--- config.mk ---
export PLATFORM = sky130hd
export DESIGN_NAME = instr_fetch_unit
export DESIGN_NICKNAME = d
export VERILOG_FILES = /design/src/rtl/instr_fetch_unit.sv
export SDC_FILE = /design/constraint.sdc
export NUM_CORES = 1
export LEC_CHECK = 0
export ABC_CLOCK_PERIOD_IN_PS = 2300
export BUFFER_PORTS_ARGS = -buffer_cell sky130_fd_sc_hd__buf_4
export CAP_MARGIN = 10
export CELL_PAD_IN_SITES_DETAIL_PLACEMENT = 0
export CELL_PAD_IN_SITES_GLOBAL_PLACEMENT = 1
export CORE_MARGIN = 5
export CORE_UTILIZATION = 36
export DETAILED_ROUTE_END_ITERATION = 12
export HOLD_SLACK_MARGIN = 0.15
export PLACE_DENSITY = 0.88
export SLEW_MARGIN = 0
export SYNTH_ARGS = -nofsm -noshare
export SYNTH_HDL_FRONTEND = slang
export SYNTH_SLANG_ARGS = --single-unit
export TNS_END_PERCENT = 50
--- constraint.sdc ---
create_clock -name clk -period 2.3 [get_ports clk]
set_clock_uncertainty 0.15 [all_clocks]
set_input_delay 0.46 -clock clk [delete_from_list [all_inputs] [get_ports clk]]
set_output_delay 0.46 -clock clk [all_outputs]
set_load 0.005 [all_outputs]
--- src/rtl/instr_fetch_unit.sv ---
// Instruction fetch unit: PC -> 512x16 sync-read memory -> instruction register -> decode (valid/ready).
// Optional macro IFETCH_BRANCH_PREDECODE_EN enables unconditional-branch predecode in S_WAIT.
module instr_fetch_unit #(
    parameter int ADDR_W  = 9,
    parameter int INSTR_W = 16
) (
    input  logic               clk,
    input  logic               reset,
    input  logic [ADDR_W-1:0]  pc_in,
    input  logic               fetch_en,
    input  logic               redirect,
    input  logic [ADDR_W-1:0]  redirect_addr,
    output logic               mem_rd,
    output logic [ADDR_W-1:0]  mem_addr,
    input  logic [INSTR_W-1:0] mem_rdata,
    output logic               load_PC,
    output logic [ADDR_W-1:0]  imJump,
    output logic               imJumpFlag,
    output logic [INSTR_W-1:0] instr_out,
    output logic [ADDR_W-1:0]  instr_pc,
    output logic               instr_valid,
    input  logic               instr_ready,
    output logic               bp_taken
);

    // Handshake: instr_out/instr_pc/bp_taken are held stable while instr_valid is high;
    // a transfer completes on a rising edge where instr_valid && instr_ready, unless
    // redirect is high in that same cycle, which kills the held instruction.
    typedef enum logic [1:0] {
        S_REQ  = 2'd0,
        S_WAIT = 2'd1,
        S_HOLD = 2'd2
    } state_t;

    state_t               state_q, state_d;
    logic [ADDR_W-1:0]    req_addr_q, req_addr_d;
    logic [INSTR_W-1:0]   instr_out_q, instr_out_d;
    logic [ADDR_W-1:0]    instr_pc_q, instr_pc_d;
    logic                 instr_valid_q, instr_valid_d;
    logic                 bp_taken_q, bp_taken_d;

    logic                 pd_hit;
    logic [ADDR_W-1:0]    pd_target;

`ifdef IFETCH_BRANCH_PREDECODE_EN
    // Unconditional B: opcode 001, condition field 000, signed 8-bit PC-relative offset.
    assign pd_hit    = (mem_rdata[15:13] == 3'b001) && (mem_rdata[10:8] == 3'b000);
    assign pd_target = req_addr_q + ADDR_W'(1) + ADDR_W'($signed(mem_rdata[7:0]));
`else
    assign pd_hit    = 1'b0;
    assign pd_target = '0;
`endif

    always_comb begin
        state_d       = state_q;
        req_addr_d    = req_addr_q;
        instr_out_d   = instr_out_q;
        instr_pc_d    = instr_pc_q;
        instr_valid_d = instr_valid_q;
        bp_taken_d    = bp_taken_q;
        mem_rd        = 1'b0;
        mem_addr      = pc_in;
        load_PC       = 1'b0;
        imJumpFlag    = 1'b0;
        imJump        = '0;

        if (reset) begin
            state_d = S_REQ;
        end else if (redirect) begin
            // Execute redirect wins in every state; any in-flight word is dropped.
            imJumpFlag    = 1'b1;
            imJump        = redirect_addr;
            instr_valid_d = 1'b0;
            bp_taken_d    = 1'b0;
            state_d       = S_REQ;
        end else begin
            case (state_q)
                S_REQ: begin
                    if (fetch_en) begin
                        mem_rd     = 1'b1;
                        req_addr_d = pc_in;
                        state_d    = S_WAIT;
                    end
                end
                S_WAIT: begin
                    instr_out_d   = mem_rdata;
                    instr_pc_d    = req_addr_q;
                    instr_valid_d = 1'b1;
                    bp_taken_d    = pd_hit;
                    if (pd_hit) begin
                        imJumpFlag = 1'b1;
                        imJump     = pd_target;
                    end else begin
                        load_PC = 1'b1;
                    end
                    state_d = S_HOLD;
                end
                S_HOLD: begin
                    if (instr_ready) begin
                        instr_valid_d = 1'b0;
                        bp_taken_d    = 1'b0;
                        state_d       = S_REQ;
                    end
                end
                default: begin
                    state_d = S_REQ;
                end
            endcase
        end
    end

    always_ff @(posedge clk) begin
        if (reset) begin
            state_q       <= S_REQ;
            req_addr_q    <= '0;
            instr_out_q   <= '0;
            instr_pc_q    <= '0;
            instr_valid_q <= 1'b0;
            bp_taken_q    <= 1'b0;
        end else begin
            state_q       <= state_d;
            req_addr_q    <= req_addr_d;
            instr_out_q   <= instr_out_d;
            instr_pc_q    <= instr_pc_d;
            instr_valid_q <= instr_valid_d;
            bp_taken_q    <= bp_taken_d;
        end
    end

    assign instr_out   = instr_out_q;
    assign instr_pc    = instr_pc_q;
    assign instr_valid = instr_valid_q;
    assign bp_taken    = bp_taken_q;

endmodule

# Yosys cells after proc, flatten, opt, wreduce, memory -nomap -nowiden
# Cells that the tools add are included.
[totals]
register_bits = 38
wordCells = 35
[op_classes]
mux = 17
bitwise = 1
eq_ne = 4
reduce_logical = 7
[ops]
columns = ["cell", "count"]
rows = [
  ["$mux 9", 2],
  ["$mux 1", 10],
  ["$pmux 2 s3", 1],
  ["$reduce_and 2->1", 3],
  ["$mux 2", 2],
  ["$ne 2x2->1 const B", 2],
  ["$pmux 1 s2", 2],
  ["$reduce_and 3->1", 1],
  ["$eq 2x1->1 const B", 1],
  ["$eq 2x2->1 const B", 1],
  ["$logic_not 2->1", 1],
  ["$reduce_bool 2->1", 1],
  ["$reduce_or 2->1", 1],
  ["$not 1->1", 1],
]

# Longest topological paths before layout
# Gate-level depths: netlist (run 1).
[depth]
word_depth = 4
mapped_depth = 4
ltp_nobuf = 2

# Least setup slack after synthesis (run 1)
# No wires, ideal clock.
[synth_path]
path_kind = "input -> output"
from = "input port redirect"
to = "output port mem_rd"
required_ps = 1690
path_slack_ps = 640
t_arrival_ps = 1050
path_stages = 3
cell_sequence = "nor4b_2 > buf_4 > and2b_1"
[synth_between]
elab_chain_len = 2
[synth_rtl]
columns = ["element", "line", "rtl"]
rows = [
  ["start, declared", "11", "input logic redirect,"],
  ["$mux 1", "69", "end else if (redirect) begin"],
  ["$mux 1", "67", "if (reset) begin"],
  ["end, declared", "13", "output logic mem_rd,"],
]
# No other way between the ends.

# Worst setup path in the final report (run 1)
[layout_path]
from = "input port redirect"
to = "output port imJump[6]"
[layout_between]
elab_chain_len = 2
[layout_rtl]
columns = ["element", "line", "rtl"]
rows = [
  ["$mux 9", "69", ""],
  ["$mux 9", "67", ""],
  ["end, declared", "17", "output logic [ADDR_W-1:0] imJump,"],
]
# No other way between the ends.

==> out/metrics.cfg, run 1 <==
[synthesis]
synth_nets = 214
synth_cell_types = 21
netlist_top_cells_area = dfxtp_1 (42%), nand2b_1 (21%), mux2i_1 (19%), buf_4 (4.6%), and2_1 (3.2%)
synth_top_area_cell = dfxtp_1
yosys_warnings = 0
synth.avg_cell_area_um2 = 10.2
syn_inst = 175
synth_top_cell_area_share_pct = 41.7
netlist_area_um2 = 1780
ys_ff_latch = 37
ys_seq_area_share_pct = 41.7

[floorplan]
coreArea_um2 = 4750
rows = 25
die_h_um = 80.3
initial_utilization_pct = 37.4
ioPinCount = 87
die_w_um = 80.3
die-area_um2 = 6440

[global_routing]
track_usage_pct = 11.9
grt_max_degree = 44
grt_pass1_wl_um = 6000
grt_pass1_vias = 1274
grt-ovfl-total = 0
antenna_found_initial = 0

[setup_path]
reg2reg_depth = 3
reg2reg_slack_ns = 0.74
critPathLaunchType = primary input
worstReg2RegEnd = instr_pc[3]$_SDFFE_PP0P_
cp-end-kind = output port
worstPathMaxFanout = 10
arrival_ns = 1.31
worstReg2RegStart = state_q[0]$_SDFFE_PP0P_
worstSetupPathType = in2out
required_ns = 1.69

[hold_path]
hold_depth = 3
hold_class = in2reg
min-delay-start = mem_rdata[6]
min_to = instr_out[6]$_SDFFE_PP0P_

[route]
drt-total-wl_um = 3780
wire_per_inst_um = 11.9
ant_nets = 0
drtPass1Iterations = 4
post_drt_via_cell_ratio = 4.25
drc = 0
num_vias = 1348
drtIter0Drc = 16

[cts]
cts_max_path_buffers = 2
ctsHoldBuffers = 0
cts_tree = done
clk_pin_slew_ns = 0.07
cts_resized = 0
cts-root-buf = clkbuf_8
cts_buffers = 5
insertion_delay_ns = 0.28
numClockSinks = 37
h-tree-depth = 2
post-cts-setup-buffer-count = 0

[pwr]
p_int_w = 0.00120
vdd_ir_drop_max_mv = 0.352
p_leak_nw = 1.08
pwr_density_cell_nw_per_um2 = 597
seqPwrFrac_pct = 44.3
clkPwrFrac_pct = 44.0
p_sw_share_pct = 19.9
comb_power_share_pct = 11.7
p_sw_w = 0.000299

[layout]
final_cell_mix = buf_4 (89), nand2b_1 (59), dfxtp_1 (37), mux2i_1 (34), and2_1 (9)
area_delta_synth_final_pct = 41.3
post-route-util_pct = 52.8
antenna_cells = 0
final_common_cell = buf_4
drive_gt1_share_pct = 40.0
nNetsFinal = 288

[sta]
fin_crit_sh_pct = 83.3
layout_setup_ws_ns = 0.384
max_freq_mhz = 522
finalHoldViolations = 0
grt_setup_unrepaired = no
slew_violations = 0
min_period_ns = 1.92
final-setup-viol-count = 0
finalSetupTns_ns = 0

[placement]
hpwl_um = 2830
gp_congestion = 0.663
pre_cts_ws_ns = 0.376
port_buffers = 85

[outcome]
status = finished clean

[run]
cap_violations = 0

[how the worst max path moves through the flow]
| stage | startpoint | to | slack, ns | cells past startpoint |
|---|---|---|---|---|
| after floorplan | redirect | mem_rd | 0.64 | 3 |
| after global placement | redirect | imJump[3] | 0.40 | 4 |
| after detailed placement | redirect | imJump[6] | 0.38 | 4 |
| after CTS | redirect | imJump[6] | 0.38 | 4 |
| after global routing | redirect | imJump[7] | 0.22 | 4 |
| final | redirect | imJump[6] | 0.38 | 4 |
[cells by family (layout without fill, tap and decap cells)]
family,count (synthesis),after routing,synth area share [%]
other,1,1,0.211
muxes,34,34,19.1
and+or+nand+nor,77,77,27.9
AOI/OAI and AO/OA,3,3,1.48
buffers and inverters,23,98,9.57
DFF,37,37,41.7
[worst max-delay path: stages]
cell and delay (ns):
buf_4 0.12, nor2b_1 0.42, and2_1 0.20, buf_4 0.10
[metal layers]
layer  vias up  share of wire, %  track usage [%]
li1        694                 -                -
met1       598                42             14.0
met2        54                48             20.0
met3         2               9.1             3.81
met4         0              0.93             4.56
met5         -                 0                0
[power by group through the flow]
stage               Clock [W]  Combinational [W]  Sequential [W]
finish               0.000660           0.000176        0.000664
CTS                  0.000683           0.000180        0.000664
global route         0.000715           0.000194        0.000666
global placement            0           0.000178        0.000679
detailed placement          0           0.000179        0.000679
floorplan                   0          0.0000948        0.000678
[registers in the layout (all words and copies together), names as in the netlist]
name	flops
instr_out	16
instr_pc	9
req_addr_q	9
state_q	2
instr_valid	1
[area by class of cell]
cell class / count / area (um2)
Clock inverter: 3 / 65.1
Timing Repair Buffer: 89 / 668
Fill cell: 480 / 2240
Multi-Input combinational cell: 115 / 882
Clock buffer: 5 / 68.8
Tap cell: 67 / 83.8
Inverter: 1 / 3.75
Sequential cell: 37 / 741
[synthesized netlist by cell type]
cell type,count
mux2i_1,34
dfxtp_1,37
nand2b_1,59
and2b_1,1
o221a_2,1
inv_1,1
nor3b_1,1
nor4b_2,1
clkbuf_1,5
a21boi_0,1
nor3b_2,1
and2_1,9
nor2b_1,4
buf_12,2
buf_4,11
buf_6,1
nor2_1,1
buf_1,1
conb_1,1
buf_2,2
o21a_1,1
[per-stage QoR]
step           hold slack, ns  area (um2)  power (W)  cells
5_1_grt                 0.282        2510    0.00157    317
4_1_cts                 0.281        2510    0.00153    317
3_5_place_dp            0.313        2380   0.000859    309
3_3_place_gp            0.309        2380   0.000857    309
6_report                0.292        2510    0.00150    317
2_1_floorplan           0.308        1780   0.000773    175
Note: power is estimated with default switching activity, not from simulation.
==> inputs of run 2 (changes only) <==
ABC_AREA = 1   (was unset)
ABC_CLOCK_PERIOD_IN_PS = 1850   (was 2300)
CORE_UTILIZATION = 31   (was 36)
PLACE_DENSITY = 0.83   (was 0.88)
clock period = 1.85 ns   (was 2.3 ns; I/O delays follow)
==> run 2 against run 1 <==
Net effect:
- sequential cell count did not move
- hold slack got worse by 0.059 ns
- power rose by 10%
- first-iteration DRC count rose to 4.5 times the previous value
- design area fell by 1.7%
- die area rose by 16%
- sequential share of layout area rose by 0.52 points
- final cell count rose by 31%
- sequential power rose by 28%
- area after synthesis rose by 2.3%
- clock-buffer cell count did not move
- critical path type is now reg2out
- largest cell class unchanged
==> out/metrics.cfg, run 2 <==
[cts]
h-tree-depth = 2
cts_tree = done
post-cts-setup-buffer-count = 0
ctsHoldBuffers = 0
numClockSinks = 37
cts-root-buf = clkbuf_8
clk_pin_slew_ns = 0.06
cts_max_path_buffers = 2
cts_buffers = 5
cts_resized = 0
insertion_delay_ns = 0.28

[layout]
nNetsFinal = 383
final_cell_mix = buf_4 (90), nor2_1 (71), nand2_1 (44), inv_1 (38), dfxtp_1 (37)
largest_register_ffs = 16
final_common_cell = buf_4
fill_cells = 626
final_cells = 415
area_delta_synth_final_pct = 35.8
antenna_cells = 0
drive_gt1_share_pct = 29.4
fin_area_um2 = 2470

[outcome]
status = finished clean

[placement]
hpwl_um = 3250
port_buffers = 85
place_area_um2 = 2390
gp_congestion = 0.802
dpl.cell_count = 409

[sta]
tightest_slew_ns = 0.575
finalSetupTns_ns = 0
max_freq_mhz = 578
grt_setup_unrepaired = no
fin_crit_sh_pct = 93.6
finalHoldViolations = 0
relSlewSlack_pct = 61.6
slew_violations = 0
min_period_ns = 1.73
whs_ns = 0.233
final-setup-viol-count = 0

[pwr]
vdd_ir_drop_max_mv = 0.236
p_leak_nw = 1.28
pwr_density_cell_nw_per_um2 = 668

[setup_path]
critPathLaunchType = register
cpMaxStageDelayCell = dfxtp_1
worstReg2RegStart = state_q[0]$_SDFFE_PP0P_
worstSetupPathType = reg2out
worstReg2RegEnd = instr_out[2]$_SDFFE_PP0P_
cp-end-kind = output port
reg2reg_slack_ns = 0.35
path_cells = inv_1 -> nand2_2 -> nor2_1 -> buf_4
required_ns = 1.33
crit_family = flip-flops
arrival_ns = 1.21
max_stage_delay_ns = 0.53
reg2reg_depth = 4
timing.critical_path.buf_inv = 2
worstPathMaxFanout = 7

[hold_path]
min_to = state_q[1]$_SDFFE_PP0P_
hold_depth = 3
min-delay-start = instr_ready
hold_class = in2reg

[run]
cap_violations = 0

[floorplan]
die_h_um = 86.6
die_w_um = 86.6
initial_utilization_pct = 32.4
die-area_um2 = 7500
rows = 27
coreArea_um2 = 5610
ioPinCount = 87

[global_routing]
track_usage_pct = 12.4
antenna_found_initial = 0
grt_pass1_vias = 1737
grt_max_degree = 35
grt-ovfl-total = 0
grt_pass1_wl_um = 7580

[synthesis]
syn_inst = 272
netlist_top_cells_area = dfxtp_1 (41%), nor2_1 (15%), nand3_1 (9.9%), nand2_1 (9.1%), inv_1 (7.8%)
yosys_warnings = 0
netlist_area_um2 = 1820
synth_common_cells = nor2_1 (71), nand2_1 (44), inv_1 (38)
synth.most_common_cell = nor2_1
ys_seq_area_share_pct = 40.7
synth-main-ff-cell = dfxtp_1
synth_top_cell_area_share_pct = 40.7
async_flop_share_pct = 0
ys_ff_latch = 37
synth.avg_cell_area_um2 = 6.68
synth_top_area_cell = dfxtp_1
synth_cell_types = 17
synth_edf_count = 0
synth_nets = 311

[route]
post_drt_via_cell_ratio = 4.24
ant_nets = 0
drc = 0
drt-total-wl_um = 4440
drtPass1Iterations = 4
wire_per_inst_um = 10.7
num_vias = 1760
drtIter0Drc = 72

==> run 2: area by class of cell <==
cell class	count	area (um2)	area share (%)
multi-input cells	171	742	30.1
flip-flops and latches	37	741	30.0
repair buffers	90	676	27.4
inverters	39	146	5.93
well taps	72	90.1	3.65
clock buffers	5	68.8	2.79
clock inverters	1	5.00	0.203
==> run 2: cells by family after synthesis <==
kind of cell,Yosys count,synth area share [%]
buffers and inverters,64,18.4
AND/OR/NAND/NOR,159,37.6
AO/OA/AOI/OAI,11,3.03
other,1,0.206
flip-flops,37,40.7
==> run 2: layer usage <==
layer,track usage (%),vias to the layer above,share of wire [%]
met1,15.8,745,46
met5,0,-,0
met4,5.10,0,1.4
met2,19.9,61,45
li1,-,948,-
met3,3.14,6,7.6
==> run 2: worst max-delay path by stage <==
| stage | start | to | depth (start not counted) |
|---|---|---|---|
| 2_1_floorplan | state_q[0]$_SDFFE_PP0P_ | mem_rd | 3 |
| 3_3_place_gp | redirect | instr_out[4]$_SDFFE_PP0P_ | 5 |
| 3_5_place_dp | redirect | instr_out[2]$_SDFFE_PP0P_ | 5 |
| 4_1_cts | state_q[1]$_SDFFE_PP0P_ | load_PC | 4 |
| 5_1_grt | state_q[1]$_SDFFE_PP0P_ | load_PC | 4 |
| 6_report | state_q[1]$_SDFFE_PP0P_ | load_PC | 4 |
==> run 2: report_power, final <==
part | total (W) | switching (W) | internal [W] | leakage (nW)
clock network | 0.000508 | 0.000260 | 0.000247 | 0.0399
registers | 0.000851 | 0.0000201 | 0.000831 | 0.301
logic | 0.000290 | 0.000139 | 0.000151 | 0.938
total | 0.00165 | 0.000419 | 0.00123 | 1.28
==> run 2: tightest hold or removal path: stages <==
cell and delay [ns]:
buf_4 0.08, nand3b_1 0.11, a21oi_1 0.06
==> run 2: per-stage QoR <==
stage	power (W)	util (%)	worst slack (ns)
CTS	0.00169	44.0	0.106
global placement	0.00116	42.7	0.264
finish	0.00165	44.0	0.119
detailed placement	0.00117	42.7	0.221
floorplan	0.00103	-	0.351
global route	0.00175	44.0	0.0187
